--- src/rtl/one_hot_rr_arbiter.sv ---
// Round-robin arbiter with a registered one-hot grant, held until done; optional
// grant watchdog built only when ARB_TIMEOUT_EN is defined.
module one_hot_rr_arbiter #(
  parameter int bus_count      = 4,
  parameter int timeout_cycles = 16
) (
  input  logic                         clk,
  input  logic                         rst_n,
  input  logic [bus_count-1:0]         req,
  input  logic                         done,
  output logic [bus_count-1:0]         grant,
  output logic                         grant_valid,
  output logic [$clog2(bus_count)-1:0] grant_idx,
  output logic                         timeout
);

  localparam int IDXW = $clog2(bus_count);
  localparam int CW   = IDXW + 1;
  localparam logic [IDXW-1:0] LAST_IDX = IDXW'(bus_count - 1);

  if (bus_count < 2 || bus_count > 32) begin : g_bad_bus_count
    $error("one_hot_rr_arbiter: bus_count must be 2..32");
  end
  if (timeout_cycles < 2 || timeout_cycles > 65535) begin : g_bad_timeout
    $error("one_hot_rr_arbiter: timeout_cycles must be 2..65535");
  end

  typedef enum logic [0:0] {
    IDLE  = 1'b0,
    GRANT = 1'b1
  } state_e;

  state_e                state_q, state_d;
  logic [bus_count-1:0]  grant_q, grant_d;
  logic                  grant_valid_q, grant_valid_d;
  logic [IDXW-1:0]       grant_idx_q, grant_idx_d;
  logic [IDXW-1:0]       ptr_q, ptr_d;

`ifdef ARB_TIMEOUT_EN
  localparam logic [15:0] WD_LIMIT = 16'(timeout_cycles);
  logic [15:0] wd_q, wd_d;
  logic        timeout_q, timeout_d;
`endif

  // Rotating-priority search: first set req bit at or above ptr, wrapping to 0.
  logic [IDXW-1:0] win_idx;
  logic            win_found;
  logic [CW-1:0]   cand;

  always_comb begin
    win_idx   = '0;
    win_found = 1'b0;
    cand      = '0;
    for (int i = 0; i < bus_count; i++) begin
      cand = {1'b0, ptr_q} + CW'(i);
      if (cand >= CW'(bus_count)) begin
        cand = cand - CW'(bus_count);
      end
      if (!win_found && req[cand[IDXW-1:0]]) begin
        win_found = 1'b1;
        win_idx   = cand[IDXW-1:0];
      end
    end
  end

  logic release_grant;

  always_comb begin
    state_d       = state_q;
    grant_d       = grant_q;
    grant_valid_d = grant_valid_q;
    grant_idx_d   = grant_idx_q;
    ptr_d         = ptr_q;
    release_grant = 1'b0;
`ifdef ARB_TIMEOUT_EN
    wd_d          = wd_q;
    timeout_d     = 1'b0;
`endif
    case (state_q)
      IDLE: begin
        // done is meaningless here; only req is looked at.
        if (win_found) begin
          state_d          = GRANT;
          grant_d          = '0;
          grant_d[win_idx] = 1'b1;
          grant_valid_d    = 1'b1;
          grant_idx_d      = win_idx;
`ifdef ARB_TIMEOUT_EN
          wd_d             = '0;
`endif
        end
      end
      GRANT: begin
        release_grant = done;
`ifdef ARB_TIMEOUT_EN
        // A done on the limit cycle wins, so that release is not a timeout.
        if (!done) begin
          wd_d = wd_q + 16'd1;
          if (wd_d == WD_LIMIT) begin
            release_grant = 1'b1;
            timeout_d     = 1'b1;
          end
        end
`endif
        if (release_grant) begin
          state_d       = IDLE;
          grant_d       = '0;
          grant_valid_d = 1'b0;
          grant_idx_d   = '0;
          ptr_d         = (grant_idx_q == LAST_IDX) ? '0 : grant_idx_q + IDXW'(1);
        end
      end
      default: begin
        state_d       = IDLE;
        grant_d       = '0;
        grant_valid_d = 1'b0;
        grant_idx_d   = '0;
      end
    endcase
  end

  always_ff @(posedge clk or negedge rst_n) begin
    if (!rst_n) begin
      state_q       <= IDLE;
      grant_q       <= '0;
      grant_valid_q <= 1'b0;
      grant_idx_q   <= '0;
      ptr_q         <= '0;
`ifdef ARB_TIMEOUT_EN
      wd_q          <= '0;
      timeout_q     <= 1'b0;
`endif
    end else begin
      state_q       <= state_d;
      grant_q       <= grant_d;
      grant_valid_q <= grant_valid_d;
      grant_idx_q   <= grant_idx_d;
      ptr_q         <= ptr_d;
`ifdef ARB_TIMEOUT_EN
      wd_q          <= wd_d;
      timeout_q     <= timeout_d;
`endif
    end
  end

  assign grant       = grant_q;
  assign grant_valid = grant_valid_q;
  assign grant_idx   = grant_idx_q;
`ifdef ARB_TIMEOUT_EN
  assign timeout     = timeout_q;
`else
  assign timeout     = 1'b0;
`endif

endmodule

--- config.mk ---
export PLATFORM = sky130hd
export DESIGN_NAME = one_hot_rr_arbiter
export DESIGN_NICKNAME = d
export VERILOG_FILES = /design/src/rtl/one_hot_rr_arbiter.sv
export SDC_FILE = /design/constraint.sdc
export NUM_CORES = 1
export LEC_CHECK = 0
export BUFFER_PORTS_ARGS = -buffer_cell sky130_fd_sc_hd__buf_2
export CAP_MARGIN = 10
export CORE_AREA = 5 5 42 44
export CTS_BUF_LIST = sky130_fd_sc_hd__clkbuf_4
export CTS_CLUSTER_SIZE = 24
export DETAILED_ROUTE_END_ITERATION = 12
export DIE_AREA = 0 0 47 49
export GPL_TIMING_DRIVEN = 0
export PLACE_DENSITY = 0.76
export SYNTH_ARGS = -nofsm -noshare
export SYNTH_HDL_FRONTEND = slang
export SYNTH_SLANG_ARGS = --single-unit
--- constraint.sdc ---
create_clock -name clk -period 1.4 [get_ports clk]
set_clock_uncertainty 0.2 [all_clocks]
set_input_delay 0.07 -clock clk [delete_from_list [all_inputs] [get_ports clk]]
set_output_delay 0.07 -clock clk [all_outputs]
set_load 0.03 [all_outputs]
==> results of run 1 <==
## path summary, 6_finish.rpt
path / endpoint / cells after the start
worst max-delay path: grant_idx[1]$_DFFE_PN0P_ / 4
worst min-delay path: grant[2]$_DFFE_PN0P_ / 2
worst max register to register: grant_idx[1]$_DFFE_PN0P_ / 4
worst min register to register: grant[0]$_DFFE_PN0P_ / 2
max in group asynchronous: ptr_q[1]$_DFFE_PN0P_ / 2
min in group clk: grant[3]$_DFFE_PN0P_ / 3
## report_power, final
part           switching (mW)  internal [mW]  total, mW
Clock                   0.110          0.103      0.213
Sequential             0.0678          0.356      0.424
Combinational           0.230          0.169      0.399
## routing by layer
metal | vias up | GRT usage
met2 | 10 | 0.210
met3 | 4 | 0.0258
met1 | 247 | 0.146
met5 | - | 0
met4 | 0 | 0.0507
li1 | 253 | -
## final cells by class
class | count | area [um2]
Fill cell | 134 | 627
Sequential cell | 10 | 251
Tap cell | 16 | 20.0
Inverter | 2 | 7.51
Clock buffer | 3 | 22.5
Multi-Input combinational cell | 43 | 344
Buffer | 3 | 32.5
Timing Repair Buffer | 16 | 92.6
Clock inverter | 1 | 3.75
## layout by cell type, fill, tap and decap left out, types with 2 or more instances in the layout
| cell type | instances |
|---|---|
| buf_4 | 2 |
| clkbuf_4 | 3 |
| nor3b_2 | 5 |
| o31ai_1 | 3 |
| nand2b_1 | 2 |
| buf_2 | 13 |
| dlygate4sd3_1 | 2 |
| inv_1 | 2 |
| dfrtp_1 | 9 |
| nor2_1 | 3 |
| o31ai_2 | 2 |
| a21oi_1 | 7 |
## timing repair
action | in CTS | in global routing
pin swaps | 4 | 1
setup buffers | 0 | 1
setup endpoints to repair | 5 | 17
gates cloned | 0 | 0
gates resized for setup | 3 | 2
hold buffers | 3 | 0
hold endpoints to repair | 14 | 0
## stage by stage
| stage | area, um2 | setup TNS [ns] | hold WS [ns] |
|---|---|---|---|
| 5_1_grt | 774 | -0.733 | 0.0334 |
| 4_1_cts | 769 | -0.360 | 0.102 |
| 2_1_floorplan | 619 | 0 | -0.426 |
| 6_report | 774 | -0.365 | -0.0137 |
| 3_5_place_dp | 704 | -0.825 | -0.258 |
| 3_3_place_gp | 704 | -0.659 | -0.260 |
## kinds of logic (layout without fill, tap and decap cells)
| group | after synthesis | in the layout | synth area share |
|---|---|---|---|
| AO/OA/AOI/OAI | 22 | 22 | 0.249 |
| AND/OR/NAND/NOR | 18 | 18 | 0.228 |
| flip-flops | 10 | 10 | 0.412 |
| buffers and inverters | 5 | 25 | 0.0658 |
| adder cells (fa/ha/maj) | 1 | 1 | 0.0206 |
| other | 1 | 1 | 0.00617 |
| multiplexers | 1 | 1 | 0.0185 |
## synth_stat cells, drive strengths merged
master / instances
a211o: 1
a211oi: 1
o31a: 1
nor2b: 1
o31ai: 5
o32ai: 1
nand2b: 3
buf: 2
a21o: 1
clkbuf: 1
o32a: 1
nor3b: 5
ha: 1
dfrtp: 10
conb: 1
nand2: 2
or2b: 1
o21ai: 2
nor2: 3
inv: 2
a21oi: 8
o21a: 1
or4: 1
and2b: 2
mux2: 1
## flip-flops by register name (all words and copies together) (netlist names)
signal and flops:
grant_valid 1, grant_idx 2, grant 4, ptr_q 2, state_q 1
==> results by group, run 1 <==
Power and ir drop
  • Maximum vdd drop: a little over 0.7 mV
  • Lkg Pwr: ~0.35 nW
  • PD cells: 1340 nW/um2
  • Total Power: 1.04 mW

Yosys
  • Area share of the largest cell type after synthesis: 0.412
  • Part of the Yosys area used for sequential elements: 0.412
  • Mapped Nets: between 60 and 70
  • Synth Register Bits: 10
  • Synth area leaders: dfrtp_1, nor3b_2, a21oi_1, o31ai_1, nand2b_1
  • Cell variety after synth: 28
  • Syn Inst Count: 58
  • Synth warn: 0
  • Cell Area, Synth: a little over 600 um2
  • Syn Area/Cell: roughly 10 um2
  • Yosys top cell by area: dfrtp_1

Worst setup path
  • Slowest cell delay on critical path: 0.41 ns
  • RR Startpoint: ptr_q[0]$_DFFE_PN0P_
  • Slowest CP cell: dfrtp_1
  • Setup CP Type: reg2reg
  • Worst R2R Setup Slack: -0.10 ns
  • Setup crit start: ptr_q[0]$_DFFE_PN0P_
  • CP Launch Type: flip-flop
  • CP cell instances: nand2b_4, and2b_1, o32a_1, o31a_1
  • WP buf/inv: 0
  • Crit Path Max Fanout: 3
  • Crit path arrival time: around 1.5 ns
  • Delay-heaviest family, CP: compound AO/OA/AOI/OAI gates
  • CP Capture Type: flip-flop
  • CP required: between 1 and 1.5 ns

Status
  • Status: complete, but fails checks
  • Violated checks: hold timing, setup timing

Die
  • Die Width: 47 um
  • Die area: roughly 2300 um2
  • Std-Cell Rows: 14
  • Initial Utilization: 0.434
  • Io pins: 15
  • Core area: about 1400 um2
  • Die Y-Extent: between 40 and 50 um

CTS
  • Clk_lat worst skew: 0.27 ns
  • Root buf cell: clkbuf_4
  • Clock Path Buffers: 2
  • CTS H-tree depth: 1
  • Clock-pin slew on the worst setup and hold paths: roughly 0.07 ns
  • CTS tree: yes
  • CTS Buf Count: 3
  • Total clock sinks: 10

STA
  • Final setup vio count: 5
  • Min cycle time layout: 1.50 ns
  • Setup slack after layout: -0.103 ns
  • Max Clock Freq: ~670 MHz
  • Fin. Hold Viols: 10
  • Max-slew violations: 0
  • Fin Hold WS: -0.0137 ns
  • Unrepaired setup endpoints after global routing: true
  • Fin crit share: 1.07

Detailed routing
  • Top sig layer: met4
  • Drt first pass iters: 4
  • Met2 wire length: 657 um
  • 1st-iter DRT viols: 3
  • Met1 WL: around 550 um
  • Routed Antenna Nets: 0
  • Vias post-DR: around 510
  • WL per Instance: about 14 um
  • DR vias/cell: roughly 5.5
  • Met3 wire length: 70 um
  • DRC viols: 0
  • Final wirelength: around 1300 um

Layout
  • N_diodes: 0
  • Layout Nets: slightly below 90
  • Area growth, synth to finish: 27.4%
  • Non-Filler Instances: 94
  • Fin util: 0.553
  • Layout cells sized above 1: 0.474

Global route
  • Initial antenna violation count: 0
  • Largest net degree at the start of global routing: 11
  • First-pass GRT wire length: approximately 2100 um
  • Vias in the first global route: just over 500
  • GRT Overall Usage: 0.125
  • Total grt overflow: 0

Placement
  • Port bufs: 13
  • DP Cell Count: 87
  • DP HPWL: around 950 um
  • Dpl ws: -0.163 ns
  • Final GP Congestion: around 0.8

Job
  • Max-cap viol count: 0

Min path
  • Hold crit path type: in2async
Note: power is estimated with default switching activity, not from simulation.
==> inputs of run 2 (changes only) <==
--- a/config.mk
+++ b/config.mk
@@ -7,11 +7,11 @@
 export LEC_CHECK = 0
 export BUFFER_PORTS_ARGS = -buffer_cell sky130_fd_sc_hd__buf_2
 export CAP_MARGIN = 10
-export CORE_AREA = 5 5 42 44
+export CORE_MARGIN = 5
+export CORE_UTILIZATION = 46
 export CTS_BUF_LIST = sky130_fd_sc_hd__clkbuf_4
 export CTS_CLUSTER_SIZE = 24
 export DETAILED_ROUTE_END_ITERATION = 12
-export DIE_AREA = 0 0 47 49
 export GPL_TIMING_DRIVEN = 0
 export PLACE_DENSITY = 0.76
 export SYNTH_ARGS = -nofsm -noshare
==> run 2 against run 1 <==
  * The flow finishes with violations (setup timing)
  * Worst setup slack lost 0.0030 ns
  * Non-clock buffer count grew 4
  * Worst hold slack gained 0.089 ns
  * Die area shrank 6.7%
  * Combinational power grew 5%
  * Sequential cell count is the same
  * Cell area grew 3.9%
  * Sequential power grew 1%
  * Register-to-register slack is essentially flat
  * Largest power group unchanged
  * Clock power shrank 8%
==> results by group, run 2 (synthesis results as in run 1) <==
Status
  • Status: complete, but fails checks
  • Violated checks: setup timing

Detailed routing
  • 1st-iter DRT viols: 9 (+6)
  • DR vias/cell: 5.38 (-1.7%)
  • Drt first pass iters: 4 (unchanged)
  • DRC viols: 0 (unchanged)
  • Vias post-DR: 516 (+0.39%)
  • WL per Instance: 13.3 um (-2.8%)
  • Final wirelength: 1280 um (-0.70%)
  • Routed Antenna Nets: 0 (unchanged)

Worst setup path
  • Setup CP Type: reg2reg
  • CP Launch Type: flip-flop
  • CP required: 1.35 ns (about the same)
  • Worst R2R Setup Slack: -0.11 ns (about the same)
  • Critical R2R Capture: grant_idx[1]$_DFFE_PN0P_
  • Crit Path Max Fanout: 3 (unchanged)
  • Crit path arrival time: 1.46 ns (about the same)
  • CP Capture Type: flip-flop
  • RR Startpoint: ptr_q[0]$_DFFE_PN0P_
  • Reg2Reg Depth: 4 (unchanged)

STA
  • Min cycle time layout: 1.51 ns (+0.00302 ns)
  • Max Clock Freq: 664 MHz (-0.20%)
  • Setup_tns: -0.291 ns (+0.0744 ns)
  • Fin crit share: 1.08 (+0.00216)
  • Final setup vio count: 4 (-1)
  • Fin Hold WS: 0.0758 ns (+0.0895 ns)
  • Fin. Hold Viols: 0 (-10)
  • Unrepaired setup endpoints after global routing: true
  • Max-slew violations: 0 (unchanged)
  • Setup slack after layout: -0.106 ns (-0.00302 ns)

Power and ir drop
  • Combinational power share: 0.401 (+0.016)
  • Lkg Pwr: 0.366 nW (+4.5%)
  • Switching portion of total power: 0.381 (-0.0122)
  • Maximum vdd drop: 0.840 mV (+17%)
  • Power share of the sequential group: 0.412 (+0.003)
  • Cell Int Power: 0.644 mW (+2.5%)
  • Net Sw Power: 0.397 mW (-2.7%)
  • PD cells: 1290 nW/um2 (-3.3%)
  • Clk pwr share: 0.187 (-0.019)

Layout
  • Number of flip-flops in the largest register: 4 (unchanged)
  • Layout Nets: 91 (+4.6%)
  • Fin util: 0.634 (+0.0814)
  • Cell area after layout: 805 um2 (+3.9%)
  • Commonest non-fill, non-tap cell in the layout: buf_2
  • Area growth, synth to finish: 32.3%
  • N_diodes: 0 (unchanged)
  • Most frequent cells in the layout: buf_2, dfrtp_1, a21oi_1, nor3b_2
  • Layout cells sized above 1: 0.481 (+0.00712)

Min path
  • Hold path start: req[3]
  • Hold EP: grant[0]$_DFFE_PN0P_
  • Worst hold stages: 3
  • Hold crit path type: in2reg

Die
  • Core area: 1270 um2 (-9.5%)
  • Die Y-Extent: 46.4 um (-5.4%)
  • Initial Utilization: 0.479 (+0.0454)
  • Die Width: 46.4 um (-1.4%)
  • Die area: 2150 um2 (-6.7%)
  • Io pins: 15 (unchanged)
  • Std-Cell Rows: 13 (-1)

CTS
  • Clk_lat worst skew: 0.26 ns (about the same)
  • Root buf cell: clkbuf_4
  • Clock-pin slew on the worst setup and hold paths: 0.06 ns (about the same)
  • CTS H-tree depth: 1 (unchanged)
  • Total clock sinks: 10 (unchanged)
  • CTS tree: yes
  • CTS Buf Count: 3 (unchanged)
  • Clock Path Buffers: 2 (unchanged)

Global route
  • Largest net degree at the start of global routing: 11 (unchanged)
  • First-pass GRT wire length: 2240 um (+4.2%)
  • Total grt overflow: 0 (unchanged)
  • GRT Overall Usage: 0.149 (+0.0243)
  • Initial antenna violation count: 0 (unchanged)
  • Vias in the first global route: 517 (+1.8%)

Placement
  • Dpl ws: -0.129 ns (+0.0342 ns)
  • Final GP Congestion: 0.698 (-15%)
  • Port bufs: 13 (unchanged)
  • Post-DP Area: 703 um2 (-0.18%)
  • DP HPWL: 875 um (-8.3%)

Job
  • Max-cap viol count: 0 (unchanged)
run 2: power groups by stage:
| stage | clock, mW | combinational, mW | sequential [mW] |
|---|---|---|---|
| final | 0.195 | 0.417 | 0.429 |
| after global routing | 0.215 | 0.457 | 0.438 |
| after CTS | 0.201 | 0.385 | 0.422 |
| after detailed placement | 0 | 0.364 | 0.426 |
| after global placement | 0 | 0.362 | 0.420 |
| after floorplan | 0 | 0.194 | 0.495 |
run 2: final cells by class:
type | instances | area, um2
plain buffers | 3 | 32.5
well taps | 15 | 18.8
multi-input cells | 43 | 344
clock buffers | 3 | 22.5
repair buffers | 20 | 128
flip-flops and latches | 10 | 251
fillers | 117 | 464
inverters | 2 | 7.51
run 2: per-layer routing:
metal	vias to the layer above	track usage	wire [um]
li1	260	-	-
met1	240	0.179	544
met2	12	0.245	638
met3	4	0.0273	67
met4	0	0.0852	30
met5	-	0	0
run 2: worst max-delay path: stages, from the launching register on:
cell,delay (ns)
dfrtp_1,0.42
nand2b_4,0.15
and2b_1,0.17
o32a_1,0.21
o31a_1,0.25
run 2: worst max-delay path by stage:
stage	start	to	slack, ns	depth (start not counted)
2_1_floorplan	grant_idx[0]$_DFFE_PN0P_	ptr_q[1]$_DFFE_PN0P_	0.007	2
3_3_place_gp	req[0]	grant[2]$_DFFE_PN0P_	-0.13	5
3_5_place_dp	req[0]	grant[3]$_DFFE_PN0P_	-0.13	5
4_1_cts	ptr_q[0]$_DFFE_PN0P_	grant_idx[1]$_DFFE_PN0P_	-0.05	4
5_1_grt	ptr_q[0]$_DFFE_PN0P_	grant[3]$_DFFE_PN0P_	-0.13	4
6_report	ptr_q[0]$_DFFE_PN0P_	grant_idx[1]$_DFFE_PN0P_	-0.11	4
run 2: stage by stage:
step / cells / power (mW)
2_1_floorplan: 58 / 0.688
3_3_place_gp: 86 / 0.781
3_5_place_dp: 86 / 0.789
4_1_cts: 94 / 1.01
5_1_grt: 96 / 1.11
6_report: 96 / 1.04
run 2: timing repair:
action / CTS / global route
endpoints found under the hold margin: 14 / 0
gates resized for setup: 1 / 4
pin swaps: 2 / 2
setup endpoints to repair: 5 / 7
hold buffers: 4 / 0
buffers inserted: 1 / 2
==> inputs of run 3 (changes only) <==
--- a/config.mk
+++ b/config.mk
@@ -13,7 +13,7 @@
 export CTS_CLUSTER_SIZE = 24
 export DETAILED_ROUTE_END_ITERATION = 12
 export GPL_TIMING_DRIVEN = 0
-export PLACE_DENSITY = 0.76
+export PLACE_DENSITY = 0.73
 export SYNTH_ARGS = -nofsm -noshare
 export SYNTH_HDL_FRONTEND = slang
 export SYNTH_SLANG_ARGS = --single-unit
==> constraint.sdc (replaced) <==
create_clock -name clk -period 1.85 [get_ports clk]
set_clock_uncertainty 0.2 [all_clocks]
set_input_delay 0.0925 -clock clk [delete_from_list [all_inputs] [get_ports clk]]
set_output_delay 0.0925 -clock clk [all_outputs]
set_load 0.03 [all_outputs]
==> run 3 against run 2 <==
  * Die area stayed put
  * Sequential cell count stayed put
  * Combinational power is 35% lower
  * Worst hold slack worse by 0.055 ns
  * Clock power is 25% lower
  * The run now ends clean
  * Via count is 4.1% lower
  * Largest power group unchanged
  * Utilization is 5.5 points lower
  * First-iteration DRC count is 22% higher
  * Global-route usage is 1.5 points lower
  * Highest routed layer unchanged
  * Wire length is 7.9% lower
==> results by group, run 3 (synthesis results as in run 1) <==
Status
  • Status: complete, no violations

Layout
  • Number of flip-flops in the largest register: 4 (unchanged)
  • N_diodes: 0 (unchanged)
  • Fillcell total: 110 (-6.0%)
  • Layout cells sized above 1: 0.382 (-0.0999)
  • Register area: 250 um2 (-0.50%)
  • Non-Filler Instances: 91 (-5.2%)
  • Area of the multi-input gates: 318 um2 (-7.6%)
  • Commonest non-fill, non-tap cell in the layout: buf_2
  • Area growth, synth to finish: 20.8%
  • Most frequent cells in the layout: buf_2, dfrtp_1, a21oi_1, nor3b_2, o31ai_1
  • Layout Nets: 86 (-5.5%)

STA
  • Unrepaired setup endpoints after global routing: false
  • Min cycle time layout: 1.56 ns (+0.0575 ns)
  • Setup_tns: 0 ns (+0.291 ns)
  • Fin. Hold Viols: 0 (unchanged)
  • Final setup vio count: 0 (-4)
  • Fin crit share: 0.845 (-0.231)
  • Setup slack after layout: 0.286 ns (+0.393 ns)
  • Max-slew violations: 0 (unchanged)
  • Max Clock Freq: 640 MHz (-3.7%)

Placement
  • Final GP Congestion: 0.716 (+2.5%)
  • Dpl ws: 0.296 ns (+0.425 ns)
  • Port bufs: 13 (unchanged)
  • DP HPWL: 923 um (+5.5%)
  • DP Cell Count: 86 (unchanged)

Power and ir drop
  • Switching portion of total power: 0.381 (about the same)
  • Combinational power share: 0.370 (-0.031)
  • Clk pwr share: 0.199 (+0.012)
  • PD cells: 997 nW/um2 (-23%)
  • Net Sw Power: 0.279 mW (-30%)
  • Maximum vdd drop: 0.515 mV (-39%)
  • Total Power: 0.732 mW (-30%)
  • Lkg Pwr: 0.334 nW (-8.8%)
  • Power share of the sequential group: 0.431 (+0.019)
  • Cell Int Power: 0.453 mW (-30%)

Detailed routing
  • Final wirelength: 1180 um (-7.9%)
  • 1st-iter DRT viols: 11 (+2)
  • Vias post-DR: 495 (-4.1%)
  • Routed Antenna Nets: 0 (unchanged)
  • DR vias/cell: 5.44 (+1.2%)
  • Drt first pass iters: 4 (unchanged)
  • WL per Instance: 13.0 um (-2.8%)
  • DRC viols: 0 (unchanged)

Worst setup path
  • RR Startpoint: ptr_q[1]$_DFFE_PN0P_
  • CP Launch Type: flip-flop
  • CP required: 1.79 ns (+0.44 ns)
  • CP cell instances: a21oi_1, o32a_1, o31a_1
  • Setup CP Type: reg2reg
  • Slowest CP cell: dfrtp_1
  • Setup crit start: ptr_q[1]$_DFFE_PN0P_
  • Slowest cell delay on critical path: 0.45 ns (+0.03 ns)
  • CP Capture Type: flip-flop
  • Crit path arrival time: 1.50 ns (+0.04 ns)
  • Crit Path Max Fanout: 7 (+4)

CTS
  • Post-CTS setup buffer count: 0 (-1)
  • Post-CTS Resized: 0 (-1)
  • CTS Buf Count: 3 (unchanged)
  • Clk_lat worst skew: 0.25 ns (about the same)
  • CTS tree: yes
  • Clock Path Buffers: 2 (unchanged)
  • Root buf cell: clkbuf_4
  • CTS H-tree depth: 1 (unchanged)
  • Total clock sinks: 10 (unchanged)
  • Clock-pin slew on the worst setup and hold paths: 0.07 ns (about the same)

Min path
  • Hold crit path type: in2async

Die
  • Die Width: 46.4 um (unchanged)
  • Die Y-Extent: 46.4 um (unchanged)
  • Io pins: 15 (unchanged)
  • Die area: 2150 um2 (unchanged)
  • Core area: 1270 um2 (unchanged)
  • Std-Cell Rows: 13 (unchanged)
  • Initial Utilization: 0.479 (unchanged)

Job
  • Max-cap viol count: 0 (unchanged)

Global route
  • GRT Overall Usage: 0.134 (-0.0149)
  • Vias in the first global route: 478 (-7.5%)
  • Total grt overflow: 0 (unchanged)
  • Largest net degree at the start of global routing: 11 (unchanged)
  • First-pass GRT wire length: 2050 um (-8.3%)
  • Initial antenna violation count: 0 (unchanged)
## run 3: area by class of cell
class,instances,share of cell area
Buffer,3,0.0443
Timing Repair Buffer,15,0.116
Tap cell,15,0.0256
Clock buffer,3,0.0307
Multi-Input combinational cell,43,0.433
Sequential cell,10,0.341
Inverter,2,0.0102
## run 3: stage by stage
stage,hold slack (ns),area (um2),util
finish,0.0212,734,0.579
global route,0.0312,734,0.579
CTS,0.0334,734,0.579
detailed placement,-0.228,692,0.545
global placement,-0.235,692,0.545
floorplan,-0.403,608,-
## run 3: worst paths after layout
path,to,slack (ns),cells after the start
max in group asynchronous,grant_idx[1]$_DFFE_PN0P_,1.23,2
worst min-delay path,grant[2]$_DFFE_PN0P_,0.02,2
worst min register to register,grant[2]$_DFFE_PN0P_,0.31,2
min in group clk,grant[0]$_DFFE_PN0P_,0.10,3
worst max-delay path,grant_idx[1]$_DFFE_PN0P_,0.29,3
worst max register to register,grant_idx[1]$_DFFE_PN0P_,0.29,3
## run 3: what timing repair did
| action | in CTS | in global routing |
|---|---|---|
| hold buffers | 2 | 0 |
| endpoints found under the hold margin | 12 | 0 |
| setup endpoints to repair | 0 | 0 |
## run 3: worst max-delay path, delay by kind of cell, from the launching register on
family          cells  cell delay [ns]
compound gates      3             0.79
flops               1             0.45
## run 3: routing by layer
metal / global-route usage / share of wire / vias up
met1: 0.166 / 0.46 / 232
met3: 0.0234 / 0.048 / 2
met2: 0.228 / 0.48 / 9
li1: - / - / 252
met5: 0 / 0 / -
met4: 0.0511 / 0.0093 / 0
## run 3: power by group through the flow
stage | clock, mW | combinational (mW) | sequential, mW
after global placement | 0 | 0.268 | 0.315
after global routing | 0.163 | 0.299 | 0.323
after floorplan | 0 | 0.141 | 0.372
final | 0.146 | 0.271 | 0.316
after detailed placement | 0 | 0.272 | 0.319
after CTS | 0.148 | 0.276 | 0.315
